File: src/rtl/gray_decode_monitor.sv
// gray_decode_monitor: samples a Gray bus, decodes it to binary and checks each step for lock/error tracking
module gray_decode_monitor #(
    parameter int N          = 8,
    parameter int RESYNC_LEN = 4,
    parameter int ERR_CNT_W  = 8
) (
    input  logic                 clk,
    input  logic                 rst,
    input  logic                 sample_en,
    input  logic [N-1:0]         gray_in,
    input  logic                 clr_err,
    output logic [N-1:0]         bin_out,
    output logic                 bin_valid,
    output logic                 step_ok,
    output logic                 wrap,
    output logic                 hold,
    output logic                 step_err,
    output logic                 locked,
    output logic                 err_sticky,
    output logic [ERR_CNT_W-1:0] err_count
);
    typedef enum logic [1:0] {ACQ, TRACK, FAULT} state_t;
    localparam int GW = $clog2(RESYNC_LEN + 1);
    localparam logic [GW-1:0] RUN_LAST = GW'(RESYNC_LEN - 1);
    state_t state, state_n;
    logic [GW-1:0] good_run, good_run_n;
    logic [N-1:0] g_q, b, prev_bin, delta;
    logic v1, cls, is_hold, is_step, is_err;
    always_comb begin
        for (int i = 0; i < N; i++) b[i] = ^(g_q >> i);
    end
    assign delta   = b - prev_bin;
    assign cls     = v1 && state != ACQ;
    assign is_hold = cls && delta == '0;
    assign is_step = cls && delta == N'(1);
    assign is_err  = cls && !is_hold && !is_step;
    assign locked  = state == TRACK;
    always_comb begin
        state_n    = state;
        good_run_n = good_run;
        if (v1) begin
            if (state == ACQ) begin
                state_n = TRACK;
            end else if (is_err) begin
                state_n    = FAULT;
                good_run_n = '0;
            end else if (state == FAULT && is_step) begin
                state_n    = good_run == RUN_LAST ? TRACK : FAULT;
                good_run_n = good_run == RUN_LAST ? '0 : good_run + GW'(1);
            end
        end
    end
    always_ff @(posedge clk) begin
        if (rst) begin
            state      <= ACQ;
            good_run   <= '0;
            g_q        <= '0;
            v1         <= 1'b0;
            prev_bin   <= '0;
            bin_out    <= '0;
            bin_valid  <= 1'b0;
            step_ok    <= 1'b0;
            wrap       <= 1'b0;
            hold       <= 1'b0;
            step_err   <= 1'b0;
            err_sticky <= 1'b0;
            err_count  <= '0;
        end else begin
            state      <= state_n;
            good_run   <= good_run_n;
            v1         <= sample_en;
            g_q        <= sample_en ? gray_in : g_q;
            prev_bin   <= v1 ? b : prev_bin;
            bin_out    <= v1 ? b : bin_out;
            bin_valid  <= v1;
            step_ok    <= is_step;
            wrap       <= is_step && prev_bin == '1;
            hold       <= is_hold;
            step_err   <= is_err;
            // a coincident error beats clr_err
            err_sticky <= is_err || (err_sticky && !clr_err);
            err_count  <= is_err ? (clr_err ? ERR_CNT_W'(1) : (err_count == '1 ? err_count : err_count + ERR_CNT_W'(1)))
                                 : (clr_err ? '0 : err_count);
        end
    end
endmodule

File: config.mk
export PLATFORM = sky130hd
export DESIGN_NAME = gray_decode_monitor
export DESIGN_NICKNAME = d
export VERILOG_FILES = /design/src/rtl/gray_decode_monitor.sv
export SDC_FILE = /design/constraint.sdc
export NUM_CORES = 1
export LEC_CHECK = 0
export CAP_MARGIN = 30
export CORE_MARGIN = 2
export CORE_UTILIZATION = 46
export DETAILED_ROUTE_END_ITERATION = 10
export DONT_BUFFER_PORTS = 1
export GPL_ROUTABILITY_DRIVEN = 0
export GPL_TIMING_DRIVEN = 0
export SETUP_SLACK_MARGIN = 0.3
export SLEW_MARGIN = 25
export SYNTH_ARGS = -nofsm -noshare
export SYNTH_HDL_FRONTEND = slang
export SYNTH_SLANG_ARGS = --single-unit
File: constraint.sdc
create_clock -name clk -period 10.6 [get_ports clk]
set_clock_uncertainty 0.2 [all_clocks]
set_input_delay 2.12 -clock clk [delete_from_list [all_inputs] [get_ports clk]]
set_output_delay 2.12 -clock clk [all_outputs]
set_load 0.005 [all_outputs]
Yosys cells after proc, flatten, opt, wreduce, memory -nomap -nowiden
Cells that the tools add are included.
- logic and storage cells: 63
- output and inout bits: 23
- bits of input ports: 12
- register bits after elaboration: 36
- mux-type cells: 11
- equal/unequal tests: 7
- reductions and logical operators: 29
- bitwise logic cells: 1
- add/sub/neg operators: 3
- operator list (cell ; count):
    8-bit XOR reduction ; 8
    8-bit two-way mux ; 4
    8-bit == test (second input constant) ; 2
    3-bit two-way mux ; 3
    8-bit by 1-bit adder with 8-bit output (second input constant) ; 1
    8-bit by 1-bit == test with 1-bit output (second input constant) ; 1
    1-bit logical AND ; 8
    8-bit logical NOT ; 1
    2-bit two-way mux ; 4
    8-bit subtractor ; 1
    2-bit nonzero test ; 3
    2-bit AND reduction ; 2
    3-bit by 1-bit adder with 3-bit output (second input constant) ; 1
    3-bit by 2-bit == test with 1-bit output (second input constant) ; 1
    1-bit logical NOT ; 3
    3-bit AND reduction ; 1
    3-bit nonzero test ; 1
    2-bit by 1-bit == test with 1-bit output (second input constant) ; 1
    2-bit == test (second input constant) ; 1
    2-bit logical NOT ; 1
    2-bit != test (second input constant) ; 1
    1-bit logical OR ; 1
    1-bit inverter ; 1

Longest topological paths before layout
- word-level depth: 9
- mapped depth: 17

Worst setup path before layout
OpenSTA, ideal clock, no wires.
- kind: reg2reg
- from: register g_q[7]
- to: register wrap
- cell stages (with the launch flop): 18
- required time: 10341 ps
- path buffers: 1
- library setup time: 59 ps
- arrival: 3756 ps
- period minus slack after synthesis: 4015 ps
- setup slack: 6585 ps
- cells stage by stage: dfxtp_1 xnor2_4 xnor2_4 xnor2_4 xor2_4 xor2_2 xnor2_1 ha_1 inv_1 fa_1 a21o_1 a211o_1 a22oi_1 o211ai_2 or2_1 buf_2 nor4_4 and2_1
- word-level cells in the longest chain between the ends: 5
- ends and longest elaborated chain (item ; RTL line ; RTL):
    start: declaration ; 27 ; logic [N-1:0] g_q, b, prev_bin, delta;
    start signal: assignment ; 72 ; g_q <= sample_en ? gray_in : g_q;
    8-bit XOR reduction ; 30 ; for (int i = 0; i < N; i++) b[i] = ^(g_q >> i);
    named net b[5] ; 27 ;
    8-bit subtractor ; 32 ; assign delta = b - prev_bin;
    8-bit by 1-bit == test with 1-bit output ; 35 ; assign is_step = cls && delta == N'(1);
    1-bit logical AND ; 35 ;
    1-bit logical AND ; 77 ; wrap <= is_step && prev_bin == '1;
    end signal: assignment ; 63 ; wrap <= 1'b0;
    end signal: assignment ; 77 ;
    end: declaration ; 15 ; output logic wrap,
The timed path passes the listed nets, and every way through them passes these cells.
A chain may end at the register's enable or synchronous reset.

Final worst setup path
- from: register g_q[7]
- to: register good_run[2]
- word-level cells in the longest chain between the ends: 9
- ends and longest elaborated chain (item ; RTL line ; RTL):
    8-bit XOR reduction * ; 30 ;
    named net b[5] ; 27 ;
    8-bit subtractor * ; 32 ;
    8-bit logical NOT ; 34 ; assign is_hold = cls && delta == '0;
    1-bit logical AND ; 34 ;
    1-bit logical NOT ; 36 ; assign is_err = cls && !is_hold && !is_step;
    1-bit logical AND (2 in series) ; 36 ;
    2-bit nonzero test (no source line) ; n/a ;
    3-bit AND reduction (no source line) ; n/a ;
    end signal: assignment ; 70 ; good_run <= good_run_n;
    end: declaration ; 26 ; logic [GW-1:0] good_run, good_run_n;
The timed path passes the listed nets; every way through them passes the cells marked *.

==> results.txt <==
The number of buffers inserted to repair setup after CTS is 0. For the pin with the worst max-slew slack, the measured transition is 0.6196 ns. The minimum setup slack after placement came out at 6.020 ns. The area used by sequential logic in the layout is 720.7 um2. The run finished with clean final reports. The worst setup path is launched from a register. The number of enable flip-flop cells after synthesis is 0. The critical path data arrival time came out at 4.57 ns. Setup violations remaining at the end of the flow were counted as 0. On the worst path, the slowest cell contributes a delay of 0.49 ns. The number of max-slew violations in the final report is 0.

The global-route wire length before repair came out at 6.893 mm. The final layout contains 238 nets. The number of hold buffers added after CTS was 0. The final critical delay including setup and external delays came out at 4.572 ns. The share of post-route cells with drive strength above 1 came out at 8.333%. The final routed wirelength across all metal layers is 3.993 mm. The die is 69.29 um tall. The tightest hold path in the finished design has a slack of 0.2383 ns. The total congestion overflow after global routing is 0. The async set-reset flop share out of synthesis is 0%. The peak ir drop on the vdd network is 0.09179 mV. By count the netlist is led by 36 x dfxtp_1, 28 x nor2_1, 14 x mux2i_1.

The initial antenna violation count came out at 0. The mean instance size in the synthesized netlist came out at 9.381 um2. Counting distinct cell types in the post-synthesis netlist gives 50. The area share of the largest cell type after synthesis is 36.76%. The number of design-rule violations left by the first detailed-router iteration came out at 63.

The post-route worst setup slack is 6.028 ns. The master cell of the clock root buffer is clkbuf_8. The capturing element type of the critical path is a register. The layout overhead on the synthesized area is 7.339%.

The power per cell area is 165.6 nW/um2. The area inside the core boundary came out at 4058 um2. The largest individual stage delay along the critical path comes from the cell dfxtp_1. The area of the mapped netlist came out at 1961 um2. The routed via count divided by cell count came out at 5.613.

The number of endpoints with negative hold slack in the final report is 0. The maximum count of clock buffers along a single path came out at 2. The post-cts repair resize count came out at 0.

The net count after synthesis is 231. TritonCTS built the clock tree. After detailed routing, the number of remaining DRC violations is 0. The analysis attributes to cell leakage a power of 0.0008215 uW. The first TritonRoute pass finished after 4 iterations. The number of standard cells after synthesis came out at 209. The number of maximum-capacitance constraint violations is 0. The detailed-placement wirelength estimate is 3.060 mm. The number of global-route vias before repair is 1479. Walking the worst path, the cells encountered are xnor2_4 > xnor2_4 > xnor2_4 > xor2_4 > xor2_2 > xnor2_1 > ha_1 > inv_1 > fa_1 > a21o_1 > a211o_1 > a22oi_1 > o211ai_2 > o21ai_2 > nand2b_1 > a211oi_1. The pin count of the biggest net entering global routing came out at 12.

Adding up every negative setup slack in the final design gives 0 ns. The total die area is 4800 um2. Across every metal layer, demand over resource in global routing totals 17.68%. Setup repair after global routing left no endpoint under its margin.

The H-tree depth came out at 2. The worst slew slack as a fraction of its limit is 58.69%. The clock latency on the worst-skew pair came out at 0.28 ns. Including well taps, the total number of placed cells is 259. Among all cell types in the netlist, the one instantiated most often is dfxtp_1.

The post-layout utilization of the core is 51.87%. The class of the most critical hold timing path is register to register. Sequential elements use 36.76% of the synthesized area. Clock tree synthesis inserted a total of 5 buffers. The number of antenna diodes in the final layout is 0. The area used by multi-input combinational logic is 1164 um2. After synthesis, the cell types taking the most area are dfxtp_1 37%, mux2i_1 7.1%, ha_1 5.7%. Port buffering added 0 buffers. Clock-pin slew was measured on the worst setup and hold paths at 0.07 ns.

The worst setup path is of the register to register kind. Fill cells in the final layout number 370. The overall die width came out at 69.29 um. The synthesized design spends more area on one cell type than any other, namely dfxtp_1. The highest clock rate is 218.7 MHz. The per-cell routed wire length came out at 15.01 um. The maximum fanout count along the critical path came out at 10. The most repeated library cell on the critical path is xnor2_4. The vias after detailed routing is 1493.

The top-level I/O count is 35. The post-layout instance count excluding filler cells came out at 266. The required time reported for the critical path endpoint is 10.60 ns. The top flip-flop cell by instance count after synthesis is dfxtp_1. The number of nets with antenna violations after detailed routing is 0. The ratio of final minimum period to clock period came out at 43.13%. Synthesis inferred 36 register bits.

For this design, the sink count on the clock tree is 36. For this run, the number of Yosys warnings is 0. The row count came out at 23. The effective utilization at floorplan came out at 48.32%.
[cell usage in the layout (no fill, tap or decap), types with 2 or more instances in the layout]
cell       count
mux2i_1       14
and3b_1        2
xnor2_1        4
o211ai_1       2
a21o_1         3
nand4_1        5
or3_1          3
and2_1         3
nor2b_1        5
clkbuf_1       5
nand2b_1       2
o21ai_0        6
dfxtp_1       36
clkbuf_8       5
nor2_1        28
a21oi_1        9
o31ai_1        2
xor2_1         2
o2111ai_1      3
nand2_1        9
nor3_1         2
and3_1         4
ha_1           9
nand3_1        4
o21a_1         2
a211oi_1       3
inv_1         13
xnor2_4        3
o311a_1        2
a211o_1        3
[metal layers]
layer	up-vias	routed length, um	global-route usage, %
met5	-	0	0
met4	0	42	5.882
met3	4	242	5.959
met2	40	1777	26.92
met1	688	1930	23.52
li1	761	-	-
[stage by stage]
| stage | power [uW] | cell area (um2) |
|---|---|---|
| after global placement | 253.1 | 2023 |
| final | 348.6 | 2105 |
| after CTS | 352.1 | 2105 |
| after global routing | 371.0 | 2105 |
| after floorplan | 237.8 | 1961 |
| after detailed placement | 257.9 | 2023 |
[state kept, by name, summed over array words and instances, names as in the netlist]
name        cells
bin_valid       1
wrap            1
g_q             8
step_err        1
good_run        3
err_count       8
prev_bin        8
err_sticky      1
state           2
v1              1
hold            1
step_ok         1
[final timing paths]
kind / startpoint / slack (ns) / cells past startpoint / end
worst max-delay path: g_q[7]$_SDFFE_PP0P_ / 6.03 / 16 / good_run[2]$_SDFFE_PP0P_
worst min-delay path: good_run[2]$_SDFFE_PP0P_ / 0.24 / 2 / good_run[2]$_SDFFE_PP0P_
worst min register to register: good_run[2]$_SDFFE_PP0P_ / 0.24 / 2 / good_run[2]$_SDFFE_PP0P_
worst max register to register: g_q[7]$_SDFFE_PP0P_ / 6.03 / 16 / good_run[2]$_SDFFE_PP0P_
[worst max-delay path: cells and delay by family, from the launching register on]
kind	cells	cell delay (ns)
adders and majority gates	2	0.65
and+or+nand+nor	1	0.23
DFF	1	0.49
xor gates and xnor gates	6	1.37
buffers and inverters	1	0.06
AOI/OAI and AO/OA	6	1.50
[area by class of cell]
class	count	share of cell area [%]
flip-flops and latches	36	34.24
plain buffers	7	1.308
well taps	50	2.973
inverters	13	2.319
clock buffers	5	3.270
clock inverters	2	0.5945
multi-input cells	153	55.29
[power by group]
group | leakage [uW] | total, uW | switching, uW | internal (uW)
combinational | 0.000488 | 108 | 60.4 | 47.3
clock | 0.0000400 | 93.3 | 48.8 | 44.5
sequential | 0.000293 | 148 | 6.90 | 141
[cell families after synthesis]
kind of cell / share of synthesized area [%]
AND/OR/NAND/NOR: 19.15
AO/OA/AOI/OAI: 17.17
flip-flops: 36.76
buffers and inverters: 3.893
multiplexers: 7.147
XOR/XNOR: 9.126
adder cells (fa/ha/maj): 6.765
Note: power is estimated with default switching activity, not from simulation.
